### src/rtl/id_ex_pipe.sv
// ============================================================================
//  Module   : id_ex_pipe
//  Purpose  : ID/EX pipeline register with valid/ready handshake, RAW hazard
//             detection, EX/MEM/WB operand forwarding, flush and stall count.
//  Revision : 1.0
// ============================================================================
`default_nettype none

module id_ex_pipe #(
    parameter int DATA_WIDTH      = 32,
    parameter int ADDR_WIDTH      = 5,
    parameter int PAYLOAD_WIDTH   = 64,
    parameter int STALL_CNT_WIDTH = 16,
    parameter bit FWD_EN          = 1'b1
) (
    input  logic                       clk_i,
    input  logic                       rst_ni,
    input  logic                       id_valid_i,
    output logic                       id_ready_o,
    input  logic [ADDR_WIDTH-1:0]      id_rs1_i,
    input  logic [ADDR_WIDTH-1:0]      id_rs2_i,
    input  logic                       id_rs1_used_i,
    input  logic                       id_rs2_used_i,
    input  logic [DATA_WIDTH-1:0]      id_rdata_a_i,
    input  logic [DATA_WIDTH-1:0]      id_rdata_b_i,
    input  logic [ADDR_WIDTH-1:0]      id_rd_i,
    input  logic                       id_reg_we_i,
    input  logic                       id_is_load_i,
    input  logic [PAYLOAD_WIDTH-1:0]   id_payload_i,
    input  logic [DATA_WIDTH-1:0]      ex_alu_result_i,
    input  logic [ADDR_WIDTH-1:0]      mem_rd_i,
    input  logic                       mem_we_i,
    input  logic [DATA_WIDTH-1:0]      mem_wdata_i,
    input  logic [ADDR_WIDTH-1:0]      wb_rd_i,
    input  logic                       wb_we_i,
    input  logic [DATA_WIDTH-1:0]      wb_wdata_i,
    input  logic                       flush_i,
    output logic                       ex_valid_o,
    input  logic                       ex_ready_i,
    output logic [DATA_WIDTH-1:0]      ex_op_a_o,
    output logic [DATA_WIDTH-1:0]      ex_op_b_o,
    output logic [ADDR_WIDTH-1:0]      ex_rd_o,
    output logic                       ex_reg_we_o,
    output logic                       ex_is_load_o,
    output logic [PAYLOAD_WIDTH-1:0]   ex_payload_o,
    output logic [STALL_CNT_WIDTH-1:0] stall_cnt_o
);

    localparam logic [STALL_CNT_WIDTH-1:0] C_CNT_ONE = {{(STALL_CNT_WIDTH-1){1'b0}}, 1'b1};

    logic                       ex_valid_q, ex_valid_d;
    logic [DATA_WIDTH-1:0]      ex_op_a_q, ex_op_a_d;
    logic [DATA_WIDTH-1:0]      ex_op_b_q, ex_op_b_d;
    logic [ADDR_WIDTH-1:0]      ex_rd_q, ex_rd_d;
    logic                       ex_reg_we_q, ex_reg_we_d;
    logic                       ex_is_load_q, ex_is_load_d;
    logic [PAYLOAD_WIDTH-1:0]   ex_payload_q, ex_payload_d;
    logic [STALL_CNT_WIDTH-1:0] stall_cnt_q, stall_cnt_d;

    logic                  w_ex_we;
    logic                  w_ex_a, w_ex_b, w_mem_a, w_mem_b, w_wb_a, w_wb_b;
    logic                  w_hazard, w_advance, w_ready;
    logic [DATA_WIDTH-1:0] w_op_a, w_op_b;

    function automatic logic src_match(input logic [ADDR_WIDTH-1:0] rs,
                                       input logic                  used,
                                       input logic [ADDR_WIDTH-1:0] rd,
                                       input logic                  we);
        return used && (rs != '0) && we && (rd == rs);
    endfunction

    // The instruction held here is the one currently in EX.
    assign w_ex_we = ex_valid_q & ex_reg_we_q;
    assign w_ex_a  = src_match(id_rs1_i, id_rs1_used_i, ex_rd_q, w_ex_we);
    assign w_ex_b  = src_match(id_rs2_i, id_rs2_used_i, ex_rd_q, w_ex_we);
    assign w_mem_a = src_match(id_rs1_i, id_rs1_used_i, mem_rd_i, mem_we_i);
    assign w_mem_b = src_match(id_rs2_i, id_rs2_used_i, mem_rd_i, mem_we_i);
    assign w_wb_a  = src_match(id_rs1_i, id_rs1_used_i, wb_rd_i, wb_we_i);
    assign w_wb_b  = src_match(id_rs2_i, id_rs2_used_i, wb_rd_i, wb_we_i);

    generate
        if (FWD_EN) begin : g_fwd
            assign w_hazard = id_valid_i & ex_valid_q & ex_is_load_q & (w_ex_a | w_ex_b);
            assign w_op_a   = w_ex_a  ? ex_alu_result_i :
                              w_mem_a ? mem_wdata_i     :
                              w_wb_a  ? wb_wdata_i      : id_rdata_a_i;
            assign w_op_b   = w_ex_b  ? ex_alu_result_i :
                              w_mem_b ? mem_wdata_i     :
                              w_wb_b  ? wb_wdata_i      : id_rdata_b_i;
        end else begin : g_nofwd
            assign w_hazard = id_valid_i & (w_ex_a | w_ex_b | w_mem_a | w_mem_b);
            assign w_op_a   = w_wb_a ? wb_wdata_i : id_rdata_a_i;
            assign w_op_b   = w_wb_b ? wb_wdata_i : id_rdata_b_i;
        end
    endgenerate

    assign w_advance  = ~ex_valid_q | ex_ready_i;
    assign w_ready    = flush_i | (w_advance & ~w_hazard);
    // Gated by reset so that every output reads zero while reset is held.
    assign id_ready_o = rst_ni & w_ready;

    always_comb begin
        ex_valid_d   = ex_valid_q;
        ex_op_a_d    = ex_op_a_q;
        ex_op_b_d    = ex_op_b_q;
        ex_rd_d      = ex_rd_q;
        ex_reg_we_d  = ex_reg_we_q;
        ex_is_load_d = ex_is_load_q;
        ex_payload_d = ex_payload_q;
        stall_cnt_d  = stall_cnt_q;

        if (flush_i) begin
            ex_valid_d = 1'b0;
        end else if (w_advance) begin
            if (w_hazard) begin
                ex_valid_d  = 1'b0;
                ex_reg_we_d = 1'b0;
            end else if (id_valid_i) begin
                ex_valid_d   = 1'b1;
                ex_op_a_d    = w_op_a;
                ex_op_b_d    = w_op_b;
                ex_rd_d      = id_rd_i;
                ex_reg_we_d  = id_reg_we_i;
                ex_is_load_d = id_is_load_i;
                ex_payload_d = id_payload_i;
            end else begin
                ex_valid_d = 1'b0;
            end
        end

        if (id_valid_i && !w_ready && (stall_cnt_q != '1)) begin
            stall_cnt_d = stall_cnt_q + C_CNT_ONE;
        end
    end

    always_ff @(posedge clk_i or negedge rst_ni) begin
        if (!rst_ni) begin
            ex_valid_q   <= 1'b0;
            ex_op_a_q    <= '0;
            ex_op_b_q    <= '0;
            ex_rd_q      <= '0;
            ex_reg_we_q  <= 1'b0;
            ex_is_load_q <= 1'b0;
            ex_payload_q <= '0;
            stall_cnt_q  <= '0;
        end else begin
            ex_valid_q   <= ex_valid_d;
            ex_op_a_q    <= ex_op_a_d;
            ex_op_b_q    <= ex_op_b_d;
            ex_rd_q      <= ex_rd_d;
            ex_reg_we_q  <= ex_reg_we_d;
            ex_is_load_q <= ex_is_load_d;
            ex_payload_q <= ex_payload_d;
            stall_cnt_q  <= stall_cnt_d;
        end
    end

    assign ex_valid_o   = ex_valid_q;
    assign ex_op_a_o    = ex_op_a_q;
    assign ex_op_b_o    = ex_op_b_q;
    assign ex_rd_o      = ex_rd_q;
    assign ex_reg_we_o  = ex_reg_we_q;
    assign ex_is_load_o = ex_is_load_q;
    assign ex_payload_o = ex_payload_q;
    assign stall_cnt_o  = stall_cnt_q;

endmodule

`default_nettype wire
### config.mk
export PLATFORM = sky130hd
export DESIGN_NAME = id_ex_pipe
export DESIGN_NICKNAME = d
export VERILOG_FILES = /design/src/rtl/id_ex_pipe.sv
export SDC_FILE = /design/constraint.sdc
export NUM_CORES = 1
export LEC_CHECK = 0
export CAP_MARGIN = 25
export CORE_AREA = 2 2 158 160
export CTS_CLUSTER_SIZE = 8
export DETAILED_ROUTE_END_ITERATION = 16
export DIE_AREA = 0 0 160 162
export PLACE_DENSITY = 0.72
export REMOVE_ABC_BUFFERS = 1
export SYNTH_ARGS = -nofsm -noshare
export SYNTH_HDL_FRONTEND = slang
export SYNTH_SLANG_ARGS = --single-unit
### constraint.sdc
create_clock -name clk_i -period 2.45 [get_ports clk_i]
set_input_delay 0.3675 -clock clk_i [delete_from_list [all_inputs] [get_ports clk_i]]
set_output_delay 0.3675 -clock clk_i [all_outputs]
set_load 0.1 [all_outputs]
======== Yosys cells after proc, flatten, opt, wreduce, memory -nomap -nowiden ========
Cells that the tools add are included.
word-level totals
  register bits ........................... 152
  output and inout bits ................... 153
  input port bits ......................... 260
  logic and storage cells ................. 63
cells by class
  bitwise gates (word level) .............. 12
  equality and inequality tests ........... 7
  reduce and logical (&&, ||, !) cells .... 23
  $add $sub $neg .......................... 1
  multiplexer cells ....................... 12
operators by type and width
  kind                                                              number
  32-bit two-way mux                                                6
  5-bit equality test                                               6
  16-bit by 1-bit adder with 16-bit output (second input constant)  1
  1-bit logical AND                                                 16
  16-bit inequality test (second input constant)                    1
  5-bit nonzero test                                                2
  1-bit bitwise AND                                                 6
  1-bit two-way mux                                                 6
  4-bit AND reduction                                               1
  2-bit nonzero test                                                2
  1-bit inverter                                                    3
  1-bit bitwise OR                                                  3
  3-bit AND reduction                                               1
  1-bit logical NOT                                                 1

======== Longest topological paths before layout ========
  depth in word-level cells ............... 12
  depth in mapped cells ................... 10
  mapped depth without buffers ............ 8

======== Least setup slack after synthesis ========
Ideal clock, no wire load.
  path type ............................... reg-to-output
  from .................................... register ex_rd_q[1] (netlist: ex_rd_o[1])
  to ...................................... output id_ready_o
  path slack .............................. -1.031 ns
  required time ........................... 2.082 ns
  arrival time ............................ 3.113 ns
  buffers on the path ..................... 1
  stages on the path, launching flop included .. 8
  cell sequence ........................... dfrtp_1 -> xnor2_1 -> nand3_1 -> or4_1 -> buf_2 -> a21o_1 -> a21oi_1 -> nor2b_1
between the ends
  cells in the longest elaborated chain, start to end .. 8
  elaborated cells between the ends (all ways) .. 10
  classes of those cells .................. eq/ne: 2; bitwise: 6; reduce/logical: 2
ends and longest elaborated chain
  element                     RTL line  source
  start: declaration          54        logic [ADDR_WIDTH-1:0] ex_rd_q, ex_rd_d;
  start signal: assignment    150       ex_rd_q <= ex_rd_d;
  5-bit equality test         69        return used && (rs != '0) && we && (rd == rs);
  1-bit logical AND           69
  1-bit bitwise OR *          83        assign w_hazard = id_valid_i & ex_valid_q & ex_is_load_q & (w_ex_a | w_ex_b);
  1-bit bitwise AND *         83
  1-bit inverter (no line) *  --
  1-bit bitwise AND *         98        assign w_ready = flush_i | (w_advance & ~w_hazard);
  1-bit bitwise OR *          98
  1-bit bitwise AND *         100       assign id_ready_o = rst_ni & w_ready;
  end: declaration            19        output logic id_ready_o,
Every way passes the cells marked *; elsewhere a longest branch is shown, timed or not.

======== Worst setup path in the final report ========
  from .................................... register ex_rd_q[3] (netlist: ex_rd_o[3])
  to ...................................... register ex_payload_q[25] (netlist: ex_payload_o[25])
between the ends
  cells in the longest elaborated chain, start to end .. 6
  elaborated cells between the ends (all ways) .. 8
  classes of those cells .................. eq/ne: 2; bitwise: 3; reduce/logical: 3
ends and longest elaborated chain
  element                          RTL line  source
  5-bit equality test              69
  1-bit logical AND                69
  1-bit bitwise OR *               83
  1-bit bitwise AND *              83
  1-bit inverter (no line) *       --
  4-bit AND reduction (no line) *  --
  end signal: assignment           153       ex_payload_q <= ex_payload_d;
  end: declaration                 57        logic [PAYLOAD_WIDTH-1:0] ex_payload_q, ex_payload_d;
Marks and branches as above.
A chain may end at the register's enable or synchronous reset.

==> flow_summary_export.csv <==
group,metric,value,unit
placement,portBuffers,412,
timing,clock_skew,0.01037,ns
cts,clock_path_buffers,2,
floorplanning,fp-row-count,57,
global_routing,grt_pass1_vias,8590,
synthesis,synth_area_leader_cell,"dfrtp_1",
cts,cts_tree,"yes",
cts,htreeDepth,4,
timing,fmax,0.3725,GHz
status,violations,"setup timing",
timing,maxSlewHeadroom,41.21,%
synthesis,synth_area,8018,um2
global_routing,grt_max_degree,153,
synthesis,synth_top_area_share,47.44,%
cts,cts_made_buffers,17,
worst_setup_path,crit_arrival,2.98,ns
timing,setup_ws,-0.2342,ns
global_routing,grtUsageTotal,24.50,%
placement,dp_hpwl,23900,um
floorplanning,core,24110,um2
placement,place_congestion,0.8579,
timing,tightest_slew,0.8818,ns
floorplanning,start_util,33.26,%
route,detail-route-antenna-nets,0,
timing,final_max_slew_viol_count,0,
global_routing,grt_overflow_total,0,
synthesis,synth_ff_type,"dfrtp_1",
floorplanning,die_h,162,um
power_and_ir_drop,total_power,11.29,mW
route,via_per_inst,5.392,
synthesis,async_reset_ff_share,100.0,%
synthesis,yosysSeqAreaShare,47.44,%
floorplanning,die_area,25920,um2
timing,layout_min_cycle_time,2.684,ns
timing,rsz0062_at_grt,"yes",
worst_setup_path,critical_path.max_fanout,6,
status,outcome,"complete, but fails checks",
route,drt_iter0_drc,645,
cts,clk_pin_slew_worst_paths,0.08,ns
route,drtPass1Iterations,5,
power_and_ir_drop,vdd_drop_max,0.5051,mV
global_routing,antenna_found_initial,0,
cells_and_area,nets,1526,
min_path,min_path_type,"input port to asynchronous set/reset pin",
cells_and_area,area_delta_synth_final,83.68,%
synthesis,ys_warn_count,0,
floorplanning,io_pins,413,
route,avgRoutedWirePerCell,21.97,um
worst_setup_path,critPathRequiredTime,2.74,ns
power_and_ir_drop,power.density,766.7,nW/um2
cells_and_area,postLayoutCoreUtil,61.09,%
cts,cts_root_buf,"clkbuf_16",
cts,hold_buffers,0,
worst_setup_path,cp-end-kind,"register",
cts,clk_latency,0.42,ns
route,vias,8632,
global_routing,grt_pass1_wl,49100,um
synthesis,ys_ff_latch,152,
cells_and_area,drive_above_1_share,37.74,%
route,wl,35170,um
timing,fin_crit_sh,109.6,%
synthesis,avgSynthCellArea,10.47,um2
timing,finalSetupViolations,134,
synthesis,ys_types,40,
route,drc,0,
cells_and_area,antenna_cells,0,
run,drv_cap,0,
worst_setup_path,critPathLaunchType,"register",
synthesis,synth_edf_count,0,
synthesis,synth_area_leaders,"dfrtp_1 (47%), mux2_2 (9.8%), a221o_1 (8.0%)",
power_and_ir_drop,p_leak,5.954,nW
synthesis,synthCells,766,
cts,cts_num_sinks,152,
timing,finalHoldViolations,0,
floorplanning,dieWidth,160,um
worst_setup_path,critical_path_class,"register to register",
-- cell usage after synthesis, drive strengths merged (4+ instances only) --
library cell,count
dfrtp,152
nand2,79
nor2,72
mux2,71
o211ai,65
a221o,64
a31oi,64
clkbuf,38
and2,34
xnor2,30
buf,26
nand3,13
xor2,13
nor4,6
a21oi,5
and3,5
or4,4
-- area by class of cell --
type	count	area (um2)
Inverter	3	11.26
Timing Repair Buffer	544	5560
Multi-Input combinational cell	547	4402
Clock inverter	13	112.6
Sequential cell	152	3806
Clock buffer	18	429.2
Tap cell	324	405.4
Fill cell	1982	9379
-- critical path, stage by stage, from the launching register on --
cell and delay (ns):
dfrtp_1 0.43, xnor2_1 0.20, nand2_1 0.12, or4_4 0.50, buf_4 0.15, buf_4 0.13, a21oi_4 0.19, nor2_4 0.08
buf_12 0.14, clkbuf_16 0.17, clkbuf_16 0.16, mux2_2 0.27
-- timing repair --
item | 4_1_cts | 5_1_grt
gates resized for setup | 34 | 126
gates cloned | 7 | 15
endpoints found under the setup margin | 139 | 145
setup buffers | 14 | 15
endpoints found under the hold margin | 0 | 0
pin swaps | 9 | 16
-- kinds of logic (layout without fill, tap and decap cells) --
group	count (synthesis)	count (layout)	synth area share, %
AOI/OAI and AO/OA	206	206	20.40
DFF	152	152	47.44
and+or+nand+nor	225	225	12.91
xor gates and xnor gates	43	43	4.697
buffers and inverters	67	578	4.307
muxes	72	72	10.10
adders and majority gates	1	1	0.1560
-- layer usage --
layer  global-route usage [%]  vias to the layer above  wire length [um]
met1                    28.88                     4229             13580
li1                         -                     3885                 -
met4                    9.378                        0               847
met3                    6.920                       69              2992
met5                        0                        -                 0
met2                    42.54                      449             17750
-- path summary, 6_finish.rpt --
check	slack (ns)	to	startpoint	cells past startpoint
worst min register to register	0.50	ex_payload_o[1]	ex_payload_o[1]	1
worst max-delay path	-0.23	ex_payload_o[25]	ex_rd_o[3]	11
max in group asynchronous	1.69	ex_op_a_o[23]	rst_ni	2
worst max register to register	-0.23	ex_payload_o[25]	ex_rd_o[3]	11
min in group clk_i	0.50	ex_payload_o[1]	ex_payload_o[1]	1
worst min-delay path	0.05	stall_cnt_o[2]	rst_ni	2
-- report_power, final --
| part | internal, mW | switching, mW |
|---|---|---|
| registers | 2.91 | 0.306 |
| logic | 1.64 | 3.90 |
| clock network | 1.32 | 1.21 |
-- per-stage QoR --
stage | setup slack (ns) | cell area, um2 | cells | hold slack (ns) | TNS, ns
floorplan | -2.602 | 7684 | 702 | 0.07191 | -351.49
global placement | -0.6479 | 12760 | 1522 | 0.4712 | -78.99
detailed placement | -0.7250 | 12760 | 1522 | 0.4821 | -88.47
CTS | -0.2093 | 13750 | 1574 | 0.1176 | -10.37
global route | -0.3374 | 14730 | 1601 | 0.1499 | -27.45
finish | -0.2342 | 14730 | 1601 | 0.05391 | -16.97
-- placed cells by master (no fill, tap or decap), types with 6 or more instances in the layout --
cell               n
a221o_1           64
a31oi_1           49
a31oi_2            6
a31oi_4            9
and2_1            34
buf_12            29
buf_16             8
buf_4            221
buf_6             10
clkbuf_16         29
clkdlybuf4s50_1  248
dfrtp_1          150
mux2_2            69
nand2_1           77
nand3_1           12
nor2_1            26
nor2_2            28
nor2_4            18
o211ai_1          65
xnor2_1           25
xor2_1            13
-- state kept, by name, indices dropped and copies added, names as in the netlist --
register,flops
stall_cnt_o,16
ex_is_load_o,1
ex_payload_o,64
ex_op_b_o,32
ex_reg_we_o,1
ex_valid_o,1
ex_rd_o,5
ex_op_a_o,32
(Power assumes the default switching activity.)
